File: config.mk
export PLATFORM = sky130hd
export DESIGN_NAME = rgb_pixel_merger
export DESIGN_NICKNAME = d
export VERILOG_FILES = /design/src/rtl/rgb_pixel_merger.sv
export SDC_FILE = /design/constraint.sdc
export NUM_CORES = 1
export LEC_CHECK = 0
export BUFFER_PORTS_ARGS = -buffer_cell sky130_fd_sc_hd__buf_4
export CAP_MARGIN = 10
export CORE_UTILIZATION = 55
export CTS_BUF_LIST = sky130_fd_sc_hd__clkbuf_8 sky130_fd_sc_hd__clkbuf_16
export CTS_CLUSTER_DIAMETER = 60
export DETAILED_ROUTE_END_ITERATION = 10
export GPL_TIMING_DRIVEN = 0
export PLACE_DENSITY_LB_ADDON = 0.05
export SLEW_MARGIN = 10
export SYNTH_ARGS = -nofsm -noshare
export SYNTH_HDL_FRONTEND = slang
export SYNTH_HIERARCHICAL = 1
export SYNTH_SLANG_ARGS = --single-unit
File: constraint.sdc
create_clock -name clk -period 7 [get_ports clk]
set_input_delay 1.4 -clock clk [delete_from_list [all_inputs] [get_ports clk]]
set_output_delay 1.4 -clock clk [all_outputs]
set_load 0.01 [all_outputs]
File: src/rtl/rgb_pixel_merger.sv
// Realigns per-channel R/G/B sample streams through per-channel FIFOs into 24-bit pixels with row/col position.
// Latency: a sample pushed on edge N reaches pix_valid_o after edge N+1; the output register holds until pix_ready_i.
module rgb_merger_fifo #(
    parameter int W  = 10,
    parameter int AW = 4
) (
    input  logic         clk,
    input  logic         rst,
    input  logic         push_i,
    input  logic         pop_i,
    input  logic [W-1:0] wdat_i,
    output logic [W-1:0] rdat_o,
    output logic         empty_o,
    output logic         full_o
);
    logic [W-1:0] mem_q [2**AW];
    logic [AW:0]  wr_ptr_q, rd_ptr_q;
    logic         wr_en;

    assign empty_o = (wr_ptr_q == rd_ptr_q);
    assign full_o  = (wr_ptr_q[AW] != rd_ptr_q[AW]) && (wr_ptr_q[AW-1:0] == rd_ptr_q[AW-1:0]);
    // A pop in the same cycle frees the slot, so a full FIFO still takes the push.
    assign wr_en   = push_i && (!full_o || pop_i);
    assign rdat_o  = mem_q[rd_ptr_q[AW-1:0]];

    always_ff @(posedge clk) begin
        if (wr_en) mem_q[wr_ptr_q[AW-1:0]] <= wdat_i;
    end

    always_ff @(posedge clk or posedge rst) begin
        if (rst) begin
            wr_ptr_q <= '0;
            rd_ptr_q <= '0;
        end else begin
            if (wr_en) wr_ptr_q <= wr_ptr_q + 1'b1;
            if (pop_i) rd_ptr_q <= rd_ptr_q + 1'b1;
        end
    end
endmodule

module rgb_pixel_merger #(
    parameter int DW = 8,
    parameter int AW = 4,
    parameter int CW = 12
) (
    input  logic            clk,
    input  logic            rst,
    input  logic [2:0]      valid_i,
    input  logic [2:0]      nr_i,
    input  logic [2:0]      done_i,
    input  logic [DW-1:0]   r_i,
    input  logic [DW-1:0]   g_i,
    input  logic [DW-1:0]   b_i,
    output logic            pix_valid_o,
    input  logic            pix_ready_i,
    output logic [3*DW-1:0] pix_rgb_o,
    output logic            pix_eol_o,
    output logic [CW-1:0]   pix_col_o,
    output logic [CW-1:0]   pix_row_o,
    output logic            row_end_o,
    output logic            frame_done_o,
    output logic            err_ovf_o,
    output logic            err_sync_o
);
    localparam int EW = DW + 2;

    logic [DW-1:0] ch_in [3];
    logic [EW-1:0] wdat [3];
    logic [EW-1:0] rdat [3];
    logic [2:0]    push_req, empty, full, h_pix, h_eol;
    logic          pop;

    assign ch_in[0] = r_i;
    assign ch_in[1] = g_i;
    assign ch_in[2] = b_i;

    // Entry layout {pix, eol, data}; a stand-alone NR becomes a marker entry.
    for (genvar i = 0; i < 3; i++) begin : g_ch
        assign push_req[i] = valid_i[i] | nr_i[i];
        assign wdat[i]     = valid_i[i] ? {1'b1, nr_i[i], ch_in[i]} : {1'b0, 1'b1, {DW{1'b0}}};
        assign h_pix[i]    = rdat[i][EW-1];
        assign h_eol[i]    = rdat[i][EW-2];

        rgb_merger_fifo #(.W(EW), .AW(AW)) u_fifo (
            .clk     (clk),
            .rst     (rst),
            .push_i  (push_req[i]),
            .pop_i   (pop),
            .wdat_i  (wdat[i]),
            .rdat_o  (rdat[i]),
            .empty_o (empty[i]),
            .full_o  (full[i])
        );
    end

    logic            pix_valid_q, pix_valid_d;
    logic [3*DW-1:0] pix_rgb_q, pix_rgb_d;
    logic            pix_eol_q, pix_eol_d;
    logic [CW-1:0]   pix_col_q, pix_col_d, pix_row_q, pix_row_d;
    logic [CW-1:0]   col_q, col_d, row_q, row_d;
    logic            row_end_q, row_end_d;
    logic [2:0]      done_seen_q, done_seen_d;
    logic            frame_done_q, frame_done_d;
    logic            err_ovf_q, err_ovf_d, err_sync_q, err_sync_d;
    logic            all_ne, all_pix, slot_free, eol_agree;

    assign all_ne    = ~|empty;
    assign all_pix   = &h_pix;
    assign slot_free = ~pix_valid_q | pix_ready_i;
    assign eol_agree = (h_eol == 3'b000) || (h_eol == 3'b111);
    // Markers never need the output slot, so they drain even under backpressure.
    assign pop       = all_ne && ((all_pix && slot_free) || !all_pix);

    always_comb begin
        pix_valid_d  = pix_valid_q & ~pix_ready_i;
        pix_rgb_d    = pix_rgb_q;
        pix_eol_d    = pix_eol_q;
        pix_col_d    = pix_col_q;
        pix_row_d    = pix_row_q;
        col_d        = col_q;
        row_d        = row_q;
        row_end_d    = 1'b0;
        err_sync_d   = err_sync_q;
        err_ovf_d    = err_ovf_q | (|(push_req & full & {3{~pop}}));
        done_seen_d  = done_seen_q | done_i;
        frame_done_d = frame_done_q |
                       ((done_seen_q == 3'b111) && !all_ne && (&empty) && !pix_valid_q);
        if (pop) begin
            if (all_pix) begin
                pix_valid_d = 1'b1;
                pix_rgb_d   = {rdat[0][DW-1:0], rdat[1][DW-1:0], rdat[2][DW-1:0]};
                pix_eol_d   = eol_agree & h_eol[0];
                pix_col_d   = col_q;
                pix_row_d   = row_q;
                if (eol_agree && h_eol[0]) begin
                    col_d = '0;
                    row_d = row_q + 1'b1;
                end else begin
                    col_d = col_q + 1'b1;
                end
                if (!eol_agree) err_sync_d = 1'b1;
            end else if (h_pix == 3'b000) begin
                row_end_d = 1'b1;
                col_d     = '0;
                row_d     = row_q + 1'b1;
            end else begin
                err_sync_d = 1'b1;
            end
        end
    end

    always_ff @(posedge clk or posedge rst) begin
        if (rst) begin
            pix_valid_q  <= 1'b0;
            pix_rgb_q    <= '0;
            pix_eol_q    <= 1'b0;
            pix_col_q    <= '0;
            pix_row_q    <= '0;
            col_q        <= '0;
            row_q        <= '0;
            row_end_q    <= 1'b0;
            done_seen_q  <= '0;
            frame_done_q <= 1'b0;
            err_ovf_q    <= 1'b0;
            err_sync_q   <= 1'b0;
        end else begin
            pix_valid_q  <= pix_valid_d;
            pix_rgb_q    <= pix_rgb_d;
            pix_eol_q    <= pix_eol_d;
            pix_col_q    <= pix_col_d;
            pix_row_q    <= pix_row_d;
            col_q        <= col_d;
            row_q        <= row_d;
            row_end_q    <= row_end_d;
            done_seen_q  <= done_seen_d;
            frame_done_q <= frame_done_d;
            err_ovf_q    <= err_ovf_d;
            err_sync_q   <= err_sync_d;
        end
    end

    assign pix_valid_o  = pix_valid_q;
    assign pix_rgb_o    = pix_rgb_q;
    assign pix_eol_o    = pix_eol_q;
    assign pix_col_o    = pix_col_q;
    assign pix_row_o    = pix_row_q;
    assign row_end_o    = row_end_q;
    assign frame_done_o = frame_done_q;
    assign err_ovf_o    = err_ovf_q;
    assign err_sync_o   = err_sync_q;
endmodule

After elaboration in Yosys (flattened, before gate mapping):

Memory sizes are Yosys's and may differ from the RTL's.
Cells that the tools add are included.

* logic and storage cells: 114
* output and inout port bits: 54
* bits of input ports: 36
* memory bits (writable): 480
* memories: 3
* flip-flop bits (word level): 111

Memories
* g_ch[0].u_fifo.mem_q: words 16, width 10, read ports 1, clocked after memory_dff 0, wr ports 1, RTL line 16 `logic [W-1:0] mem_q [2**AW];`
* g_ch[1].u_fifo.mem_q: words 16, width 10, read ports 1, clocked after memory_dff 0, wr ports 1, RTL line 16
* g_ch[2].u_fifo.mem_q: words 16, width 10, read ports 1, clocked after memory_dff 0, wr ports 1, RTL line 16

* reduce and logical (&&, ||, !) cells: 34
* add/sub/neg operators: 8
* bitwise gates (word level): 14
* muxes and demuxes: 23
* equality and inequality tests: 14

Operators with widths (number)
* 12-bit two-way mux: 6
* 5-bit by 1-bit adder with 5-bit output (second input constant): 6
* 10-bit two-way mux: 3
* 12-bit by 1-bit adder with 12-bit output (second input constant): 2
* 5-bit equality test: 3
* 1-bit two-way mux: 14
* 4-bit equality test: 3
* 1-bit logical AND: 12
* 3-bit AND reduction: 4
* 3-bit bitwise AND: 2
* 3-bit equality test (second input constant): 2
* 1-bit zero test: 6
* 3-bit zero test: 2
* 1-bit bitwise OR: 6
* 3-bit OR reduction: 2
* 1-bit logical OR: 5
* 2-bit != test (second input constant): 2
* 4-bit AND reduction: 1
* 1-bit != test: 3
* 1-bit inverter: 3
* 3-bit bitwise OR: 1
* 1-bit bitwise AND: 2
* 2-bit by 1-bit != test with 1-bit output (second input constant): 1
* 2-bit AND reduction: 1
* 2-bit nonzero test: 1

Logic depth before layout (Yosys ltp):

Gate-level depths: netlist of the first run.

* word-level depth: 9
* gate-level depth with buffers: 12
* depth with buffers taken out: 9

Hierarchy:

The synthesis of the first run kept the hierarchy.

Modules (own cells, without submodules)
* rgb_merger_fifo (g_ch[1].u_fifo ...): instances 2, cells an instance 316, seq. area each 5054.8 um2, area each 6725.2 um2
* rgb_merger_fifo (g_ch[0].u_fifo): instances 1, cells an instance 316, seq. area each 5054.8 um2, area each 6761.5 um2
* rgb_pixel_merger: instances 1, cells an instance 289, seq. area each 2026.9 um2, area each 3575.9 um2

Worst setup path before layout of the first run:

Ideal clock, no wire load.

* kind: reg2reg
* start point: reg g_ch[2].u_fifo.rd_ptr_q[1]
* end point: mem g_ch[1].u_fifo.mem_q[3][0], enable pin
* stages on the path, launching flop included: 11
* library setup time: 0.390 ns
* period minus slack after synthesis: 3.644 ns
* data required time: 6.610 ns
* arrival time: 3.254 ns
* path slack: 3.356 ns
* cells stage by stage: dfrtp_1 buf_6 buf_2 mux4_2 a22oi_1 nand2_1 and3_1 a21oi_1 clkbuf_1 o311ai_4 nor3_1

* word-level cells in the longest chain between the ends: 9
* elaborated cells between the ends (all ways): 13

Ends and longest elaborated chain
* from (decl): RTL line 17 `logic [AW:0] wr_ptr_q, rd_ptr_q;`
* from (signal assigned): RTL line 36 `if (pop_i) rd_ptr_q <= rd_ptr_q + 1'b1;`
* memory 16 x 10 bit (*)
* via h_pix[2]: RTL line 70 `logic [2:0] push_req, empty, full, h_pix, h_eol;`
* 3-bit AND reduction (*): RTL line 108 `assign all_pix = &h_pix;`
* 1-bit logical AND / 1-bit zero test (equally long branches): RTL line 112 `assign pop = all_ne && ((all_pix && slot_free) || !all_pix);`
* 1-bit logical OR (*): RTL line 112
* 1-bit logical AND (*): RTL line 112
* via pop: RTL line 71 `logic pop;`
* 1-bit logical OR (*): RTL line 23 `assign wr_en = push_i && (!full_o || pop_i);`
* 1-bit logical AND (*): RTL line 23
* 1-bit two-way mux (*): RTL line 27 `if (wr_en) mem_q[wr_ptr_q[AW-1:0]] <= wdat_i;`
* 1-bit two-way mux (implied by the code) (*): RTL line 27
* to (decl): RTL line 16

Mark *: on every way through the listed nets, which the timed path passes. The rest lies on a longest branch.

Worst setup path after layout of the first run:

* start point: reg g_ch[0].u_fifo.rd_ptr_q[2]
* end point: mem g_ch[1].u_fifo.mem_q[11][5], enable pin

* word-level cells in the longest chain between the ends: 9
* elaborated cells between the ends (all ways): 13

Ends and longest elaborated chain (RTL line)
* from (decl): 17
* from (signal assigned): 36
* memory 16 x 10 bit (*)
* via h_pix[0]: 70
* 3-bit AND reduction (*): 108
* 1-bit logical AND / 1-bit zero test (equally long branches): 112
* 1-bit logical OR (*): 112
* 1-bit logical AND (*): 112
* via pop: 71
* 1-bit logical OR (*): 23
* 1-bit logical AND (*): 23
* 1-bit two-way mux (*): 27
* 1-bit two-way mux (implied by the code) (*): 27

Marked as above.

==> qor.yml, run 1 <==
gp_congestion: 0.769
yosysTopAreaCell: "edfxtp_1"
die_h_um: 210
slew_headroom_pct: 16.2
hold_viol: 0
vias_per_cell: 5.85
synth_edf_count: 480
drt_iter0_markers: 942
path_class: "flop to flop"
cts-root-buf: "clkbuf_16"
maxCapViolCount: 0
slew_violations: 0
path_max_fanout: 10
ctsLongestPathBuffers: 3
outcome: "completed"
setup-tns-final_ns: 0
num_rows: 75
grt_pass1_vias: 12088
hp-class: "flop to flop"
crit_path_start: "g_ch[0].u_fifo/rd_ptr_q[2]$_DFFE_PP0P_"
path_clk_slew_ns: 0.06
rr_worst_depth: 10
hp-start: "done_seen_q[2]$_DFF_PP0_"
synth_area_leaders: "edfxtp_1 61%, dfrtp_1 12%, mux4_2 11%, mux2_2 2.3%, a22oi_1 1.9%"
finalWirelength_mm: 48.9
hpwl_mm: 30.8
port_buffers: 89
clk_latency_ns: 0.61
max_freq_mhz: 209
whs_path_depth: 1
n_antenna_cell: 0
clkSinkCount: 591
r2r-start: "g_ch[0].u_fifo/rd_ptr_q[2]$_DFFE_PP0P_"
fin_total_pwr_mw: 11.7
syn_avg_cell_area_um2: 19.2
htreeDepth: 2
min_period_ns: 4.78
postCtsHoldBufs: 0
drive_gt1_share_pct: 29.6
finClkSkew_ns: 0.0161
worst_pin_slew_ns: 1.26
dieArea_mm2: 0.0441
fp.dieW_um: 210
nNetsFinal: 1445
arrival_ns: 4.99
synth_top_area_share_pct: 60.6
synth_seq_cells: 591
syn-num-nets: 1290
post_cts_buffers: 0
area_growth_pct: 14.3
vias: 11820
powerDensity_mw_per_mm2: 431
ant_nets: 0
async_flop_share_pct: 18.8
ctsResizeCount: 0
power.leakage_nw: 9.79
ys_warn_count: 6
grt_pass1_wl_mm: 74.4
start_util_pct: 56.2
grtUsageTotal_pct: 22.9
core-area_mm2: 0.0423
routedWlPerCell_um: 24.2
endpoint_kind: "flop"
netlist-cell-type-count: 49
synth_area_mm2: 0.0238
drc: 0
antenna_found_initial: 0
finalSetupViolCount: 0
critPathLaunchType: "flop"
synth_flop_cell: "edfxtp_1"
io_pins: 90
dr.pass1.iters: 5
globalRouteOverflowTotal: 0
synth_seq_area_share_pct: 72.3
ir_drop_mv: 0.239
grt_max_degree: 65
cts_buffers: 60
cts_tree: "yes"
postSynthCellCount: 1237
crit_required_ns: 7.22
layout_worst_path_cycle_share_pct: 68.2
rsz0062_at_grt: "no"
## area by class of cell
type	count	area [um2]
buffer	67	398
clock buffer	66	1600
clock inverter	48	340
fill	2936	15100
inverter	13	51.3
multi-input combinational	566	6170
sequential	591	17200
tap	577	722
timing repair buffer	93	718
## kinds of logic (layout without fill, tap and decap cells)
group | after synthesis | count (layout) | share of synthesized area, %
xor gates and xnor gates | 58 | 58 | 2.70
buffers and inverters | 80 | 287 | 1.88
AOI/OAI and AO/OA | 97 | 97 | 3.18
adders and majority gates | 17 | 17 | 0.894
DFF | 591 | 591 | 72.3
and+or+nand+nor | 225 | 225 | 5.39
muxes | 169 | 169 | 13.7
## critical path, cell delays in order (launching register included)
cell and delay (ns):
dfrtp_1 0.33, buf_4 0.22, buf_1 0.65, mux4_2 0.43, a22oi_1 0.22, nand2_1 0.18, and3_1 0.26, a21oi_1 0.49
clkbuf_1 0.38, o311ai_4 0.21, nor2b_1 1.00
## Yosys cell counts, drive strengths merged, types with 4 or more instances
| cell | count |
|---|---|
| nand2b | 4 |
| clkbuf | 22 |
| o21ai | 10 |
| ha | 17 |
| a31oi | 5 |
| dfrtp | 111 |
| nor2b | 25 |
| xnor2 | 47 |
| or2 | 7 |
| xor2 | 11 |
| nor2 | 23 |
| mux2 | 49 |
| a22oi | 60 |
| and3 | 38 |
| nand4 | 16 |
| buf | 45 |
| mux4 | 120 |
| a21oi | 7 |
| and2 | 30 |
| nor3 | 6 |
| nand3 | 13 |
| edfxtp | 480 |
| nand2 | 53 |
| inv | 13 |
## per-stage QoR
step	hold slack (ns)	cells	setup WS (ns)	utilization [%]	cell area, um2
final	0.462	2021	2.22	64.2	27200
after global placement	0.444	1903	1.56	59.5	25200
after floorplan	0.428	1237	3.36	-	23800
after global routing	0.476	2021	1.91	64.2	27200
after detailed placement	0.443	1907	2.19	59.7	25300
after CTS	0.464	2021	2.16	64.2	27200
## cells in the final DEF, fill, tap and decap left out, types with 17 or more instances in the layout
| master | n |
|---|---|
| buf_4 | 97 |
| xnor2_1 | 32 |
| nor2b_1 | 21 |
| a22oi_1 | 60 |
| dfrtp_1 | 111 |
| clkbuf_16 | 61 |
| and3_1 | 38 |
| buf_2 | 18 |
| clkbuf_1 | 22 |
| and2_1 | 30 |
| inv_1 | 36 |
| nor2_1 | 23 |
| mux2_2 | 49 |
| mux4_2 | 120 |
| edfxtp_1 | 480 |
| nand2_1 | 53 |
| ha_1 | 17 |
## power breakdown
part           internal (mW)  total [mW]  switching (mW)
clock                   1.81        3.09            1.28
sequential              4.46        4.69           0.232
combinational           1.71        3.93            2.22
total                   7.98        11.7            3.74
## sequential cells by signal, indices dropped and copies added (netlist names)
| signal | count |
|---|---|
| g_ch.u_fifo/rd_ptr_q | 15 |
| err_ovf_o | 1 |
| row_end_o | 1 |
| pix_row_o | 12 |
| g_ch.u_fifo/wr_ptr_q | 15 |
| row_q | 12 |
| err_sync_o | 1 |
| pix_col_o | 12 |
| pix_eol_o | 1 |
| pix_rgb_o | 24 |
| done_seen_q | 3 |
| g_ch.u_fifo/mem_q | 480 |
| frame_done_o | 1 |
| pix_valid_o | 1 |
| col_q | 12 |
## final timing paths
| path | endpoint | slack, ns |
|---|---|---|
| max | g_ch[1].u_fifo/mem_q[11][5]$_DFFE_PP_ | 2.22 |
| min in group asynchronous | err_ovf_o$_DFF_PP0_ | 0.79 |
| max in group asynchronous | pix_row_o[8]$_DFFE_PP0P_ | 5.59 |
| min | done_seen_q[2]$_DFF_PP0_ | 0.46 |
| min reg2reg | done_seen_q[2]$_DFF_PP0_ | 0.46 |
| max reg2reg | g_ch[1].u_fifo/mem_q[11][5]$_DFFE_PP_ | 2.22 |
## routing by layer
metal,part of all wire [%],vias up,GRT usage (%)
met5,0,-,0
met4,1.7,0,5.91
met3,5.2,64,3.49
met2,49,303,37.1
met1,44,6220,33.2
li1,-,5233,-
No activity file was read; power rests on OpenSTA's default activity.
==> run 2: changes to the inputs <==
Clock period 7 ns to 4 ns, I/O delays scaled along.
==> run 2 against run 1 <==
Against the previous run:
- register-to-register slack lost 2.0 ns
- critical path depth grew 1
- via count is essentially flat
- sequential share of layout area shrank 0.58 points
- die area is the same
- worst setup slack lost 2.0 ns
- clock power grew 75%
- clock-buffer cell count is the same
- critical endpoint is now g_ch[0].u_fifo/mem_q[14][2]$_DFFE_PP_
- largest power group unchanged
==> qor.yml, run 2 (synthesis results as in run 1) <==
fin_total_pwr_mw: 20.7  # +76%
p_sw_mw: 6.59  # +76%
routedWlPerCell_um: 24.2  # about the same
cts-root-buf: "clkbuf_16"
port_buffers: 89  # unchanged
fillers: 2908  # -0.95%
r2r-start: "g_ch[0].u_fifo/rd_ptr_q[1]$_DFFE_PP0P_"
grt_pass1_wl_mm: 74.6  # +0.28%
n_antenna_cell: 0  # unchanged
finalSetupViolCount: 0  # unchanged
layout_worst_path_cycle_share_pct: 95.1  # +27 points
layout_common_cells: "480 x edfxtp_1, 120 x mux4_2, 111 x dfrtp_1"
slew_violations: 0  # unchanged
seqPwrFrac_pct: 39.7  # -0.4 points
finalWirelength_mm: 48.9  # +0.17%
vias_per_cell: 5.83  # -0.23%
area.sequential_mm2: 0.0172  # unchanged
grtUsageTotal_pct: 23.0  # +0.064 points
r2r-end: "g_ch[0].u_fifo/mem_q[14][2]$_DFFE_PP_"
worst_pin_slew_ns: 0.980  # -0.276 ns
io_pins: 90  # unchanged
dp.cells: 1907  # unchanged
globalRouteOverflowTotal: 0  # unchanged
antenna_found_initial: 0  # unchanged
post-place-ws_ns: -0.810  # -3.00 ns
hp-class: "input port to async pin"
core-area_mm2: 0.0423  # unchanged
largest_register_ffs: 480  # unchanged
htreeDepth: 2  # unchanged
timing.final.ws_setup_ns: 0.196  # -2.03 ns
fin_hold_ws_ns: 0.198  # -0.264 ns
num_rows: 75  # unchanged
gp_congestion: 0.769  # unchanged
critPathLaunchType: "flop"
rr_worst_depth: 11  # +1
hold_viol: 0  # unchanged
final_common_cell: "edfxtp_1"
placed_area_mm2: 0.0253  # unchanged
clk_latency_ns: 0.61  # about the same
crit_required_ns: 4.28  # -2.94 ns
drc: 0  # unchanged
clkSinkCount: 591  # unchanged
drive_gt1_share_pct: 33.4  # +3.9 points
dieArea_mm2: 0.0441  # unchanged
p_comb_share_pct: 34.1  # +0.6 points
multi_input_area_mm2: 0.00636  # +3.1%
p_sw_share_pct: 31.9  # about the same
power.leakage_nw: 9.82  # +0.25%
clockPowerShare_pct: 26.2  # -0.2 points
endpoint_kind: "flop"
vias: 11810  # -0.085%
reg2reg_slack_ns: 0.20  # -2.03 ns
start_util_pct: 56.2  # unchanged
final_cells: 2024  # +0.15%
dr.pass1.iters: 5  # unchanged
powerDensity_mw_per_mm2: 753  # +75%
ir_drop_mv: 0.430  # +80%
die_h_um: 210  # unchanged
grt_max_degree: 65  # unchanged
outcome: "completed"
path_class: "flop to flop"
path_max_fanout: 10  # unchanged
drt_iter0_markers: 898  # -4.7%
min_period_ns: 3.80  # -0.972 ns
slew_headroom_pct: 34.7  # +19 points
area_growth_pct: 15.4
fp.dieW_um: 210  # unchanged
finClkSkew_ns: 0.0155  # -0.000519 ns
ctsLongestPathBuffers: 3  # unchanged
ant_nets: 0  # unchanged
maxCapViolCount: 0  # unchanged
grt_pass1_vias: 12110  # +0.18%
arrival_ns: 4.08  # -0.91 ns
p_int_mw: 14.1  # +76%
cts_buffers: 60  # unchanged
cts_tree: "yes"
path_clk_slew_ns: 0.06  # about the same
postLayoutCellArea_mm2: 0.0274  # +0.92%
max_freq_mhz: 263  # +26%
nNetsFinal: 1448  # +0.21%
hpwl_mm: 30.8  # unchanged
==> run 2: cell types whose count changed in the layout (fill, tap and decap cells not counted), moves of 4 or more <==
| cell | change |
|---|---|
| nor2b_4 | +7 |
| and3_2 | +13 |
| buf_4 | +7 |
| clkbuf_2 | +10 |
| nor2b_1 | -5 |
| and3_1 | -36 |
| clkbuf_1 | -10 |
| and3_4 | +23 |
| buf_2 | -4 |
==> run 2: worst max path at each step <==
stage | start | depth (start not counted) | end | slack [ns]
after CTS | g_ch[2].u_fifo/rd_ptr_q[1]$_DFFE_PP0P_ | 10 | g_ch[0].u_fifo/mem_q[15][5]$_DFFE_PP_ | 0.0009
after floorplan | g_ch[2].u_fifo/rd_ptr_q[1]$_DFFE_PP0P_ | 10 | g_ch[1].u_fifo/mem_q[3][0]$_DFFE_PP_ | 0.36
after global routing | g_ch[2].u_fifo/rd_ptr_q[1]$_DFFE_PP0P_ | 11 | g_ch[1].u_fifo/mem_q[5][4]$_DFFE_PP_ | -0.03
after detailed placement | g_ch[0].u_fifo/rd_ptr_q[2]$_DFFE_PP0P_ | 10 | g_ch[0].u_fifo/mem_q[11][3]$_DFFE_PP_ | -0.81
after global placement | g_ch[0].u_fifo/rd_ptr_q[2]$_DFFE_PP0P_ | 10 | g_ch[0].u_fifo/mem_q[3][1]$_DFFE_PP_ | -1.44
final | g_ch[0].u_fifo/rd_ptr_q[1]$_DFFE_PP0P_ | 11 | g_ch[0].u_fifo/mem_q[14][2]$_DFFE_PP_ | 0.20
==> run 2: layout make-up <==
class	count	share of cell area (%)
timing repair buffer	96	2.70
buffer	67	1.59
clock inverter	48	1.24
sequential	591	62.6
clock buffer	66	5.81
tap	577	2.63
inverter	13	0.187
multi-input combinational	566	23.2
==> run 2: power by group through the flow <==
| stage | clock, mW | sequential [mW] | combinational [mW] |
|---|---|---|---|
| floorplan | 0 | 8.30 | 4.81 |
| global placement | 0 | 8.30 | 6.82 |
| detailed placement | 0 | 8.34 | 6.95 |
| CTS | 5.53 | 8.21 | 7.04 |
| global route | 5.76 | 8.30 | 7.61 |
| finish | 5.41 | 8.20 | 7.05 |
==> run 2: through the flow <==
stage	utilization (%)	setup TNS [ns]
floorplan	-	0
global placement	59.5	-358.53
detailed placement	59.7	-280.03
CTS	64.5	0
global route	64.8	-0.485
finish	64.8	0
==> run 2: timing repair <==
| item | 4_1_cts | 5_1_grt |
|---|---|---|
| hold buffers | 0 | 0 |
| gates resized for setup | 58 | 35 |
| endpoints found under the hold margin | 0 | 0 |
| pin swaps | 0 | 2 |
| setup endpoints to repair | 481 | 456 |
| buffers inserted | 0 | 3 |
| gates cloned | 0 | 0 |
==> run 2: routing by layer <==
layer / GRT usage (%) / share of wire, % / up-vias / routed length [um]
li1: - / - / 5243 / -
met1: 33.4 / 44 / 6207 / 21500
met2: 37.1 / 49 / 293 / 24100
met3: 3.37 / 5.0 / 67 / 2430
met4: 6.04 / 1.8 / 0 / 879
met5: 0 / 0 / - / 0
==> run 2: critical path, stage by stage, from the launching register on <==
cell and delay (ns):
dfrtp_1 0.38, buf_6 0.17, buf_4 0.28, mux4_2 0.53
a22oi_1 0.23, nand2_1 0.21, and3_1 0.29, a21oi_4 0.28
clkbuf_2 0.26, o31a_1 0.33, buf_4 0.17, and3_2 0.35
==> run 3: changes to the inputs <==
Settings changed: CORE_UTILIZATION 55 to 40.
==> run 3 against run 2 <==
Against the previous run:
- final area rose by 1.5%
- clock skew rose by 0.0062 ns
- cell count grew 10%
- die area up 37%
- maximum frequency fell by 3.0%
- global-route usage is 4.5 points lower
- wire length grew 11%
- sequential power about the same
- total power up 2.8%
- sequential share of layout area decreased by 0.91 points
- non-clock buffer count is the same
- largest power group unchanged
==> qor.yml, run 3 (synthesis results as in run 1) <==
outcome: "completed"
crit_top_cell: "buf_6"
critPathLaunchType: "flop"
seqPwrFrac_pct: 38.6  # -1.1 points
grtUsageTotal_pct: 18.5  # -4.5 points
arrival_ns: 4.14  # +0.06 ns
fp.dieW_um: 246  # +17%
slew_headroom_pct: 26.3  # -8.4 points
cts_tree: "yes"
crit_path_max_incr_delay_ns: 0.65  # +0.12 ns
setup-tns-final_ns: 0  # unchanged
routedWlPerCell_um: 24.3  # +0.69%
postLayoutCellArea_mm2: 0.0278  # +1.5%
htreeDepth: 3  # +1
path_clk_slew_ns: 0.06  # about the same
clkSinkCount: 591  # unchanged
vias_per_cell: 5.28  # -9.5%
drt_iter0_markers: 928  # +3.3%
clk_latency_ns: 0.60  # about the same
grt_pass1_vias: 12169  # +0.49%
core-area_mm2: 0.0589  # +39%
num_rows: 89  # +19%
layout_worst_path_cycle_share_pct: 98.0  # +2.9 points
cts-root-buf: "clkbuf_16"
worst_pin_slew_ns: 1.10  # +0.122 ns
rsz0062_at_grt: "yes"
port_buffers: 89  # unchanged
final_core_util_pct: 47.3  # -18 points
drc: 0  # unchanged
p_sw_mw: 6.92  # +5.0%
finalWirelength_mm: 54.2  # +11%
hp-class: "input port to async pin"
io_pins: 90  # unchanged
ctsLongestPathBuffers: 3  # unchanged
placed_area_mm2: 0.0255  # +0.98%
crit_required_ns: 4.21  # -0.07 ns
n_antenna_cell: 0  # unchanged
path_max_fanout: 11  # +1
ant_nets: 0  # unchanged
p_int_mw: 14.3  # +1.8%
grt_pass1_wl_mm: 80.8  # +8.3%
finalSetupViolCount: 0  # unchanged
die_h_um: 246  # +17%
p_comb_share_pct: 33.9  # -0.2 points
path_class: "flop to flop"
final_common_cell: "edfxtp_1"
area_growth_pct: 17.1
start_util_pct: 40.4  # -16 points
worstPathCellList: "buf_6 -> buf_6 -> mux4_2 -> a22oi_1 -> nand2_1 -> and3_1 -> a21oi_4 -> clkbuf_2 -> o311ai_4 -> nor2b_2"
largest_register_ffs: 480  # unchanged
final_cells: 2227  # +10%
dr.pass1.iters: 5  # unchanged
hpwl_mm: 34.6  # +12%
slowest_stage: "nor2b_2"
power.leakage_nw: 9.85  # +0.36%
gp_congestion: 0.733  # -4.7%
maxCapViolCount: 0  # unchanged
endpoint_kind: "flop"
globalRouteOverflowTotal: 0  # unchanged
grt_max_degree: 48  # -26%
powerDensity_mw_per_mm2: 763  # +1.3%
layout_common_cells: "480 x edfxtp_1, 120 x mux4_2, 111 x dfrtp_1"
slew_violations: 0  # unchanged
nNetsFinal: 1455  # +0.48%
p_sw_share_pct: 32.6  # +0.67 points
drive_gt1_share_pct: 34.0  # +0.53 points
fin_hold_ws_ns: 0.255  # +0.0563 ns
max_freq_mhz: 255  # -3.0%
hold_viol: 0  # unchanged
dieArea_mm2: 0.0604  # +37%
vias: 11758  # -0.44%
clockPowerShare_pct: 27.5  # +1.3 points
antenna_found_initial: 0  # unchanged
postCtsHoldBufs: 0  # unchanged
dp.cells: 2104  # +10%
cts_buffers: 67  # +12%
finClkSkew_ns: 0.0217  # +0.00616 ns
ir_drop_mv: 0.321  # -25%
min_period_ns: 3.92  # +0.117 ns
-- run 3: stage by stage --
stage	total power, mW	setup slack [ns]
5_1_grt	22.3	-0.0447
3_3_place_gp	15.4	-1.65
6_report	21.2	0.0790
2_1_floorplan	13.1	0.356
4_1_cts	21.6	-0.0711
3_5_place_dp	15.5	-0.969
-- run 3: repair_timing --
item	CTS	global route
gates resized for setup	84	14
setup buffers	0	2
endpoints found under the setup margin	492	430
pin swaps	0	3
gates cloned	0	0
-- run 3: path summary, 6_finish.rpt --
check,startpoint,endpoint,slack (ns),depth (start not counted)
setup / recovery,g_ch[2].u_fifo/rd_ptr_q[1]$_DFFE_PP0P_,g_ch[0].u_fifo/mem_q[15][1]$_DFFE_PP_,0.08,10
hold / removal,rst,g_ch[1].u_fifo/rd_ptr_q[0]$_DFFE_PP0P_,0.25,2
setup reg to reg,g_ch[2].u_fifo/rd_ptr_q[1]$_DFFE_PP0P_,g_ch[0].u_fifo/mem_q[15][1]$_DFFE_PP_,0.08,10
hold reg to reg,err_sync_o$_DFFE_PP0P_,err_sync_o$_DFFE_PP0P_,0.46,1
max in group asynchronous,rst,pix_row_o[6]$_DFFE_PP0P_,3.00,3
min in group clk,done_i[0],done_seen_q[0]$_DFF_PP0_,0.43,2
-- run 3: layout make-up --
| cell class | instances | area (um2) |
|---|---|---|
| plain buffers | 67 | 448 |
| clock buffers | 69 | 1730 |
| clock inverters | 52 | 373 |
| fillers | 5008 | 31100 |
| inverters | 13 | 51.3 |
| multi-input cells | 566 | 6350 |
| flip-flops and latches | 591 | 17200 |
| well taps | 773 | 967 |
| repair buffers | 96 | 733 |
-- run 3: metal layers --
| metal | share of wire (%) | global-route usage (%) |
|---|---|---|
| met3 | 3.6 | 2.84 |
| met4 | 1.7 | 5.43 |
| met5 | 0 | 0 |
| met2 | 48 | 28.8 |
| met1 | 47 | 26.8 |
-- run 3: power groups by stage --
| stage | clock [mW] | sequential (mW) | combinational (mW) |
|---|---|---|---|
| 2_1_floorplan | 0 | 8.30 | 4.81 |
| 3_3_place_gp | 0 | 8.31 | 7.07 |
| 3_5_place_dp | 0 | 8.35 | 7.16 |
| 5_1_grt | 6.23 | 8.30 | 7.79 |
| 6_report | 5.84 | 8.20 | 7.20 |
| 4_1_cts | 6.02 | 8.21 | 7.32 |
-- run 3: critical path, delay by kind of cell, from the launching register on --
kind,cells,cell delay (ns)
and+or+nand+nor,3,1.20
AOI/OAI and AO/OA,3,0.70
buffers and inverters,3,0.66
muxes,1,0.60
DFF,1,0.36
